File: src/rtl/rtc_pkg.sv
// rtc_pkg: shared state encoding and command constants for the RTC bus sequencers.
package rtc_pkg;

  typedef enum logic [3:0] {
    StIdle,
    StASetup,
    StAStrobe,
    StAHold,
    StDSetup,
    StDStrobe,
    StDHold,
    StNext,
    StDone
  } rtc_state_e;

  // RAM-to-clock transfer command: address and data of the trailing transaction
  localparam logic [7:0] RTC_CMD_ADDR = 8'hF1;
  localparam logic [7:0] RTC_CMD_XFER = 8'h08;

  localparam logic [7:0] RTC_BASE_ADDR_DEFAULT = 8'h21;

  function automatic int unsigned max_u(input int unsigned a, input int unsigned b);
    return (a > b) ? a : b;
  endfunction

endpackage

File: src/rtl/rtc_writer_if.sv
// rtc_writer_if: host-side request/data port plus the multiplexed RTC bus pins.
interface rtc_writer_if;
  logic       start;
  logic [7:0] data_idx;
  logic [7:0] wr_data;
  logic [7:0] ad_out;
  logic       ad_oe;
  logic       cs_n;
  logic       ad_n;
  logic       wr_n;
  logic       rd_n;
  logic       busy;
  logic       done;

  // master: the write sequencer
  modport master (
    input  start, wr_data,
    output data_idx, ad_out, ad_oe, cs_n, ad_n, wr_n, rd_n, busy, done
  );

  // slave: host + bus side (arbiter / tristate / bench)
  modport slave (
    output start, wr_data,
    input  data_idx, ad_out, ad_oe, cs_n, ad_n, wr_n, rd_n, busy, done
  );
endinterface

File: src/rtl/rtc_phase_timer.sv
// rtc_phase_timer: loadable down-counter; o_zero marks the last cycle of a timed phase.
module rtc_phase_timer #(
  parameter int unsigned WIDTH = 5
) (
  input  logic             clk,
  input  logic             reset,
  input  logic             i_load,
  input  logic [WIDTH-1:0] i_value,
  output logic             o_zero
);

  logic [WIDTH-1:0] r_cnt;

  // Load on phase entry, otherwise count down and park at zero
  always_ff @(posedge clk or posedge reset) begin
    if (reset) begin
      r_cnt <= '0;
    end else if (i_load) begin
      r_cnt <= i_value;
    end else if (r_cnt != '0) begin
      r_cnt <= r_cnt - 1'b1;
    end
  end

  assign o_zero = (r_cnt == '0);

endmodule

File: src/rtl/rtc_writer.sv
// rtc_writer: writes N_WORDS consecutive RTC registers from BASE_ADDR on each start pulse.
// Optional feature macro RTC_WR_TRANSFER_EN: append the RAM-to-clock transfer command
// (addr 8'hF1, data 8'h08) after the last word.
module rtc_writer
  import rtc_pkg::*;
#(
  parameter logic [7:0]  BASE_ADDR = RTC_BASE_ADDR_DEFAULT,
  parameter int unsigned N_WORDS   = 9,
  parameter int unsigned T_PULSE   = 16,
  parameter int unsigned T_GAP     = 16
) (
  input  logic         clk,
  input  logic         reset,
  rtc_writer_if.master io_bus
);

  localparam int unsigned CNT_W    = $clog2(max_u(T_PULSE, T_GAP) + 1);
  localparam logic [CNT_W-1:0] PULSE_LD = CNT_W'(T_PULSE - 1);
  localparam logic [CNT_W-1:0] GAP_LD   = CNT_W'(T_GAP - 1);
  localparam logic [7:0]  LAST_W   = 8'(N_WORDS - 1);

  rtc_state_e r_state, w_state_next;
  logic [7:0] r_w, w_w_next;
  logic [7:0] r_data, w_data_next;
  logic [7:0] r_ad_out, w_ad_out_next;
  logic       r_ad_oe, r_cs_n, r_ad_n, r_wr_n, r_busy, r_done;
  logic       w_ad_oe_next, w_cs_n_next, w_ad_n_next, w_wr_n_next;
  logic       w_xfer, w_xfer_next;
  logic       w_zero, w_load;
  logic [CNT_W-1:0] w_load_val;

`ifdef RTC_WR_TRANSFER_EN
  logic r_xfer;

  // Transfer flag: set when the last data word completes, cleared on a new start
  always_comb begin
    w_xfer_next = r_xfer;
    if (r_state == StIdle && io_bus.start) begin
      w_xfer_next = 1'b0;
    end else if (r_state == StNext && r_w == LAST_W && !r_xfer) begin
      w_xfer_next = 1'b1;
    end
  end

  // Transfer flag register
  always_ff @(posedge clk or posedge reset) begin
    if (reset) r_xfer <= 1'b0;
    else       r_xfer <= w_xfer_next;
  end

  assign w_xfer = r_xfer;
`else
  assign w_xfer      = 1'b0;
  assign w_xfer_next = 1'b0;
`endif

  // Next-state and word-counter logic
  always_comb begin
    w_state_next = r_state;
    w_w_next     = r_w;
    case (r_state)
      StIdle: begin
        if (io_bus.start) begin
          w_state_next = StASetup;
          w_w_next     = '0;
        end
      end
      StASetup:  w_state_next = StAStrobe;
      StAStrobe: if (w_zero) w_state_next = StAHold;
      StAHold:   if (w_zero) w_state_next = StDSetup;
      StDSetup:  w_state_next = StDStrobe;
      StDStrobe: if (w_zero) w_state_next = StDHold;
      StDHold:   if (w_zero) w_state_next = StNext;
      StNext: begin
        if (r_w != LAST_W) begin
          w_w_next     = r_w + 8'd1;
          w_state_next = StASetup;
        end else if (w_xfer_next && !w_xfer) begin
          // data_idx stays at the last word during the command transaction
          w_state_next = StASetup;
        end else begin
          w_state_next = StDone;
        end
      end
      StDone:    w_state_next = StIdle;
      default:   w_state_next = StIdle;
    endcase
  end

  // Reload the phase timer on every entry into a STROBE or HOLD phase
  assign w_load = (w_state_next != r_state) &&
                  (w_state_next inside {StAStrobe, StAHold, StDStrobe, StDHold});
  assign w_load_val = (w_state_next inside {StAStrobe, StDStrobe}) ? PULSE_LD : GAP_LD;

  rtc_phase_timer #(
    .WIDTH (CNT_W)
  ) u_timer (
    .clk     (clk),
    .reset   (reset),
    .i_load  (w_load),
    .i_value (w_load_val),
    .o_zero  (w_zero)
  );

  // Host data is captured once on D_SETUP entry so ad_out is stable for the data phase
  assign w_data_next = (w_state_next == StDSetup && r_state != StDSetup) ?
                       (w_xfer ? RTC_CMD_XFER : io_bus.wr_data) : r_data;

  // Bus pin values for the upcoming state; registered below so outputs are glitch-free
  always_comb begin
    w_cs_n_next   = 1'b1;
    w_ad_n_next   = 1'b1;
    w_wr_n_next   = 1'b1;
    w_ad_oe_next  = 1'b0;
    w_ad_out_next = '0;
    case (w_state_next)
      StASetup, StAStrobe, StAHold: begin
        w_cs_n_next   = 1'b0;
        w_ad_n_next   = 1'b0;
        w_ad_oe_next  = 1'b1;
        w_ad_out_next = w_xfer_next ? RTC_CMD_ADDR : BASE_ADDR + w_w_next;
        w_wr_n_next   = (w_state_next != StAStrobe);
      end
      StDSetup, StDStrobe, StDHold: begin
        w_cs_n_next   = 1'b0;
        w_ad_oe_next  = 1'b1;
        w_ad_out_next = w_data_next;
        w_wr_n_next   = (w_state_next != StDStrobe);
      end
      default: ;
    endcase
  end

  // State, counters and registered outputs
  always_ff @(posedge clk or posedge reset) begin
    if (reset) begin
      r_state  <= StIdle;
      r_w      <= '0;
      r_data   <= '0;
      r_ad_out <= '0;
      r_ad_oe  <= 1'b0;
      r_cs_n   <= 1'b1;
      r_ad_n   <= 1'b1;
      r_wr_n   <= 1'b1;
      r_busy   <= 1'b0;
      r_done   <= 1'b0;
    end else begin
      r_state  <= w_state_next;
      r_w      <= w_w_next;
      r_data   <= w_data_next;
      r_ad_out <= w_ad_out_next;
      r_ad_oe  <= w_ad_oe_next;
      r_cs_n   <= w_cs_n_next;
      r_ad_n   <= w_ad_n_next;
      r_wr_n   <= w_wr_n_next;
      r_busy   <= (w_state_next != StIdle);
      r_done   <= (w_state_next == StDone);
    end
  end

  assign io_bus.data_idx = r_w;
  assign io_bus.ad_out   = r_ad_out;
  assign io_bus.ad_oe    = r_ad_oe;
  assign io_bus.cs_n     = r_cs_n;
  assign io_bus.ad_n     = r_ad_n;
  assign io_bus.wr_n     = r_wr_n;
  assign io_bus.rd_n     = 1'b1;
  assign io_bus.busy     = r_busy;
  assign io_bus.done     = r_done;

endmodule

File: src/flat_wrapper.sv
// flat-port wrapper written by rule: the top's interface ports become plain ports
module rtc_writer_flat import rtc_pkg::*;
#(
  parameter logic [7:0]  BASE_ADDR = RTC_BASE_ADDR_DEFAULT,
  parameter int unsigned N_WORDS   = 9,
  parameter int unsigned T_PULSE   = 16,
  parameter int unsigned T_GAP     = 16
)
  (clk, reset, io_bus_start, io_bus_wr_data, io_bus_data_idx, io_bus_ad_out, io_bus_ad_oe, io_bus_cs_n, io_bus_ad_n, io_bus_wr_n, io_bus_rd_n, io_bus_busy, io_bus_done);
  rtc_writer_if io_bus_i ();
  input  logic clk;
  input  logic reset;
  input wire logic [$bits(io_bus_i.start)-1:0] io_bus_start;
  input wire logic [$bits(io_bus_i.wr_data)-1:0] io_bus_wr_data;
  output wire logic [$bits(io_bus_i.data_idx)-1:0] io_bus_data_idx;
  output wire logic [$bits(io_bus_i.ad_out)-1:0] io_bus_ad_out;
  output wire logic [$bits(io_bus_i.ad_oe)-1:0] io_bus_ad_oe;
  output wire logic [$bits(io_bus_i.cs_n)-1:0] io_bus_cs_n;
  output wire logic [$bits(io_bus_i.ad_n)-1:0] io_bus_ad_n;
  output wire logic [$bits(io_bus_i.wr_n)-1:0] io_bus_wr_n;
  output wire logic [$bits(io_bus_i.rd_n)-1:0] io_bus_rd_n;
  output wire logic [$bits(io_bus_i.busy)-1:0] io_bus_busy;
  output wire logic [$bits(io_bus_i.done)-1:0] io_bus_done;
  assign io_bus_i.start = io_bus_start;
  assign io_bus_i.wr_data = io_bus_wr_data;
  assign io_bus_data_idx = io_bus_i.data_idx;
  assign io_bus_ad_out = io_bus_i.ad_out;
  assign io_bus_ad_oe = io_bus_i.ad_oe;
  assign io_bus_cs_n = io_bus_i.cs_n;
  assign io_bus_ad_n = io_bus_i.ad_n;
  assign io_bus_wr_n = io_bus_i.wr_n;
  assign io_bus_rd_n = io_bus_i.rd_n;
  assign io_bus_busy = io_bus_i.busy;
  assign io_bus_done = io_bus_i.done;
  rtc_writer #(.BASE_ADDR(BASE_ADDR), .N_WORDS(N_WORDS), .T_PULSE(T_PULSE), .T_GAP(T_GAP)) u_core (.clk(clk), .reset(reset), .io_bus(io_bus_i));
endmodule
File: config.mk
export PLATFORM = sky130hd
export DESIGN_NAME = rtc_writer_flat
export DESIGN_NICKNAME = d
export VERILOG_FILES = /design/src/rtl/rtc_pkg.sv /design/src/rtl/rtc_writer_if.sv /design/src/rtl/rtc_phase_timer.sv /design/src/rtl/rtc_writer.sv /design/src/flat_wrapper.sv
export SDC_FILE = /design/constraint.sdc
export NUM_CORES = 1
export LEC_CHECK = 0
export BUFFER_PORTS_ARGS = -buffer_cell sky130_fd_sc_hd__buf_2
export CAP_MARGIN = 20
export CORE_MARGIN = 4
export CORE_UTILIZATION = 50
export DETAILED_ROUTE_END_ITERATION = 12
export PLACE_DENSITY_LB_ADDON = 0.1
export SETUP_SLACK_MARGIN = 0.3
export SYNTH_ARGS = -nofsm -noshare
export SYNTH_HDL_FRONTEND = slang
export SYNTH_SLANG_ARGS = --single-unit
File: constraint.sdc
create_clock -name clk -period 2.9 [get_ports clk]
set_input_delay 0.29 -clock clk [delete_from_list [all_inputs] [get_ports clk]]
set_output_delay 0.29 -clock clk [all_outputs]
set_load 0.03 [all_outputs]
Word level (Yosys, flattened, before mapping) --
Cells that the tools add are included.
Word-level totals: flip-flop bits (word level) 39, latch bits 0, bits in writable memories 0, bits in read-only memories 0, bits of input ports 11, output and inout port bits 23, logic and storage cells 62, memories kept 0
Operators by class: add/subtract/negate cells 3, multipliers 0, div/mod/pow operators 0, order comparisons 0, eq/ne operators 19, shift-type cells 0, mux-type cells 18, bitwise gates (word level) 0, reductions and logical operators 11
Operators with widths (count):
- $pmux 4 s8 | 1
- $pmux 8 s2 | 2
- $eq 4x3->1 const B | 7
- $mux 4 | 6
- $mux 8 | 3
- $eq 4x2->1 const B | 4
- $mux 5 | 2
- $add 6x8->8 const A | 1
- $add 8x1->8 const B | 1
- $eq 4x1->1 const B | 2
- $ne 4x3->1 const B | 2
- $ne 8x4->1 const B | 1
- $reduce_bool 4->1 | 2
- $reduce_or 3->1 | 2
- $reduce_or 6->1 | 1
- $logic_not 5->1 | 1
- $reduce_bool 5->1 | 1
- $sub 5x1->5 const B | 1
- $eq 4x4->1 const B | 1
- $logic_not 4->1 | 1
- $ne 4x2->1 const B | 1
- $ne 4x4->1 | 1
- $mux 1 | 3
- $logic_and 1x1->1 | 2
- 2 further kinds | 2

Depth between registers and ports, before layout --
depth after elaboration 7, gate-level depth with buffers 10, gate-level depth less buffers 10

By module --
From an unflattened synthesis, not the netlist that was laid out.
Second synthesis, totals: cells, all modules 191, area, all modules 2097.0 sq um
By module, submodules not included:
- rtc_writer | instances 1, cells an instance 163, area each 1814.2 sq um, seq. area each 854.6 sq um
- rtc_phase_timer | instances 1, cells an instance 28, area each 282.8 sq um, seq. area each 125.1 sq um

Worst setup path before layout --
No wires, ideal clock.
kind register to register, start point register u_core.r_w[0] (netlist: u_core.io_bus.data_idx[0]), end point register u_core.r_ad_out[6] (netlist: u_core.io_bus.ad_out[6]), library setup time 124 ps, arrival time 2767 ps, data required time 2776 ps, setup slack 9 ps, cell stages (with the launch flop) 11, clock period less this slack 2891 ps, cell sequence dfrtp_1 > inv_1 > ha_1 > or4b_4 > nor3_1 > o21ai_0 > o21ai_0 > ha_1 > nand4_1 > and4_1 > a211o_1
On the way: cells in the longest elaborated chain, start to end 7, elaborated cells on any way between the ends 19, classes of those cells add/sub (2); eq/ne (7); mux (7); reduce/logical (3)
RTL lines:
- start, declared | line rtc_writer.sv:23 | logic [7:0] r_w, w_w_next;
- start signal, assigned | line rtc_writer.sv:149 | r_w <= w_w_next;
- $ne 8x4->1 (*) | line rtc_writer.sv:75 | if (r_w != LAST_W) begin
- $mux 4 (*) | line rtc_writer.sv:75
- $pmux 4 s8 (*) | line rtc_writer.sv:61 | case (r_state)
- net u_core.w_state_next[3] | line rtc_writer.sv:22 | rtc_state_e r_state, w_state_next;
- $eq 4x3->1 | line rtc_writer.sv:106, rtc_writer.sv:116
- $logic_and 1x1->1 | line rtc_writer.sv:106 | assign w_data_next = (w_state_next == StDSetup && r_state != StDSetup) ?
- $mux 8 | line rtc_writer.sv:106
- $pmux 8 s2 (*) | line rtc_writer.sv:116 | case (w_state_next)
- net u_core.w_ad_out_next[6] | line rtc_writer.sv:25 | logic [7:0] r_ad_out, w_ad_out_next;
- end signal, assigned | line rtc_writer.sv:151 | r_ad_out <= w_ad_out_next;
- end, declared | line rtc_writer.sv:25
The timed path passes the listed nets; every way through them passes the cells marked *. A chain may end at the register's enable or synchronous reset.

Final worst setup path --
start point register u_core.r_w[0] (netlist: u_core.io_bus.data_idx[0]), end point register u_core.r_ad_out[7] (netlist: u_core.io_bus.ad_out[7])
On the way: cells in the longest elaborated chain, start to end 7, elaborated cells on any way between the ends 19, classes of those cells add/sub (2); eq/ne (7); mux (7); reduce/logical (3)
RTL lines (line):
- branches (longest 6 deep; another with $add 8x1->8)
- $pmux 8 s2 (*) | rtc_writer.sv:116
- net u_core.w_ad_out_next[7] | rtc_writer.sv:25
Mark *: on every way through the listed nets, which the timed path passes.

==> flow_summary.toml <==
[timing]
skew_ns = 0.005941
slew_viol_final = 0
hold_viol_final = 0
fin_setup_tns_ns = 0
whs_ns = 0.08025
rsz0062_at_grt = "yes"
slew-limit-headroom_pct = 56.73
max_freq_mhz = 387.8
worstMarginPinSlew_ns = 0.6483
period_share_pct = 88.92
setup_viol = 0
min_period_ns = 2.579

[global_routing]
antenna_found_initial = 0
grt_pass1_vias = 1692
grt_usage_pct = 19.07
grt_max_degree = 23
grt_pass1_wl_mm = 7.955
gr-total-overflow = 0

[outcome]
outcome = "complete, no violations"

[cts]
clkLatencyLatePin_ns = 0.29
cts.hold.buffers_added = 0
cts_root_buf = "clkbuf_8"
numCtsBuffers = 5
cts.sinks = 39
clockBufferDepth = 2
path_clk_slew_ns = 0.08
cts_htree_levels = 2
cts_tree = "built"

[layout]
area_growth_pct = 27.50
stdcell_area_mm2 = 0.002691
final_nets = 269
antenna_cells = 0
n_fill_cell = 319
final_core_util_pct = 66.80
layout_commonest_cell = "dfrtp_1"
drive_gt1_share_pct = 43.31
mostFrequentLayoutCells = "dfrtp_1, buf_2, buf_4, nand2_1, inv_1"
multi_input_area_mm2 = 0.001126
register_area_um2 = 983.4

[setup_path]
setup.worst_path.start_class = "register"
cp-end-kind = "register"
worstSetupPathType = "register to register"
crit_family = "simple AND/OR/NAND/NOR gates"
crit_slowest_cell = "or4_4"
critPathLaunch = "u_core.io_bus.data_idx[0]$_DFF_PP0_"
critPathBufInv = 2
worstReg2RegStart = "u_core.io_bus.data_idx[0]$_DFF_PP0_"
cp_max_fo = 4
cp_slowest_stage_delay_ns = 0.52
critPathArrivalTime_ns = 2.81
crit_required_ns = 3.13
path_cells = "inv_2 -> ha_4 -> or4b_4 -> buf_6 -> or4_4 -> o211ai_4 -> nand4_4 -> a2111o_1 -> nand3_1"

[floorplanning]
design.core.area_mm2 = 0.004029
rows = 23
io_pins = 34
design.die.area_mm2 = 0.005325
start_util_pct = 52.39
dieWidth_um = 72.98
die_height_um = 72.98

[power]
leakagePower_uw = 0.001274
pwr-share-seq_pct = 36.5
p_per_area_mw_per_mm2 = 739.0
sw_frac_of_total_pct = 37.64
ir_drop_mv = 0.3671
p_clk_share_pct = 22.8
combinationalPowerShare_pct = 40.7
p_total_uw = 1989
p_int_uw = 1240
p_sw_uw = 748.7

[place]
placed_area_mm2 = 0.002402
portBuffers = 32
gp_congestion = 0.9186
hpwl_mm = 3.538

[synth]
netlist_instances = 198
syn_area_mm2 = 0.002111
syn_area_per_cell_um2 = 10.66
synth.top_cell.area_share_pct = 42.68
synth_largest_area_cell = "dfrtp_1"
synthTopCellsByArea = "dfrtp_1, dfstp_2, mux2_2"
synth_edf_count = 0
synth_seq_cells = 39
async_flop_share_pct = 100.0
synth_ff_type = "dfrtp_1"
syn_nets = 214
ys_warn_count = 0
synth.distinct_cells = 68
yosysSeqAreaShare_pct = 46.41

[detailed_routing]
wirelength_mm = 4.938
drtIter0Drc = 134
drtPass1Iterations = 4
vias = 1785
ant_nets = 0
viasPerCell = 5.872
post-route-drc-count = 0
wl_per_cell_um = 16.24

[worst_hold_path]
hp-class = "primary input to asynchronous set/reset pin"

[flow_run]
cap_violations = 0
[timing repair]
item | 4_1_cts | 5_1_grt
pin swaps | 3 | 7
buffers inserted | 5 | 7
gates resized for setup | 5 | 17
endpoints found under the setup margin | 13 | 8
[final timing paths]
check | to | slack, ns | depth (start not counted)
setup / recovery | u_core.io_bus.ad_out[7]$_DFF_PP0_ | 0.32 | 9
max in group asynchronous | u_core.io_bus.wr_n$_DFF_PP1_ | 2.01 | 3
min in group clk | u_core.r_data[6]$_DFF_PP0_ | 0.25 | 2
hold reg to reg | u_core.r_data[1]$_DFF_PP0_ | 0.51 | 1
hold / removal | u_core.io_bus.ad_out[7]$_DFF_PP0_ | 0.08 | 2
setup reg to reg | u_core.io_bus.ad_out[7]$_DFF_PP0_ | 0.32 | 9
[cells in the mapped netlist (all sizes together) (5+ instances only)]
cell type and instances:
a21oi 6, buf 8, dfrtp 36, ha 5, inv 13, mux2 8, nand2 15, nand3 8
nand4 5, nor2 8, nor3 8, o21ai 8
[registers in the layout, indices dropped and copies added, names as in the netlist]
| name | count |
|---|---|
| u_core.io_bus.done | 1 |
| u_core.io_bus.ad_out | 8 |
| u_core.io_bus.ad_n | 1 |
| u_core.r_state | 4 |
| u_core.io_bus.ad_oe | 1 |
| u_core.u_timer.r_cnt | 5 |
| u_core.io_bus.wr_n | 1 |
| u_core.io_bus.busy | 1 |
| u_core.io_bus.data_idx | 8 |
| u_core.r_data | 8 |
| u_core.io_bus.cs_n | 1 |
[kinds of logic (layout without fill, tap and decap cells)]
kind of cell / count (synthesis) / in the layout / synth area share [%]
multiplexers: 10 / 10 / 5.394
AO/OA/AOI/OAI: 47 / 47 / 18.14
other: 1 / 1 / 0.1777
buffers and inverters: 22 / 78 / 4.564
flip-flops: 39 / 39 / 46.41
adder cells (fa/ha/maj): 5 / 5 / 2.964
XOR/XNOR: 5 / 5 / 2.075
AND/OR/NAND/NOR: 69 / 69 / 20.27
[metal layers]
metal,GRT usage (%),up-vias,routed length [µm]
met5,0,-,0
met4,4.098,0,46
met3,4.270,8,339
met2,30.16,65,2353
met1,26.99,867,2198
li1,-,845,-
[final cells by class]
cell class	count	area share, %
clock inverters	3	1.627
multi-input cells	137	41.84
repair buffers	57	13.20
well taps	50	2.325
clock buffers	5	2.557
inverters	13	1.906
flip-flops and latches	39	36.54
[power groups by stage]
stage	clock network [µW]	logic (µW)	registers (µW)
6_report	453	809	727
5_1_grt	481	880	745
4_1_cts	458	757	722
3_5_place_dp	0	721	734
3_3_place_gp	0	702	727
2_1_floorplan	0	425	819
[through the flow]
step           std cells  worst slack, ns
2_1_floorplan        198           0.3061
5_1_grt              304           0.2535
6_report             304           0.3213
4_1_cts              297           0.2071
3_3_place_gp         284           0.1789
3_5_place_dp         284          0.03026
Note: power is estimated with default switching activity, not from simulation.
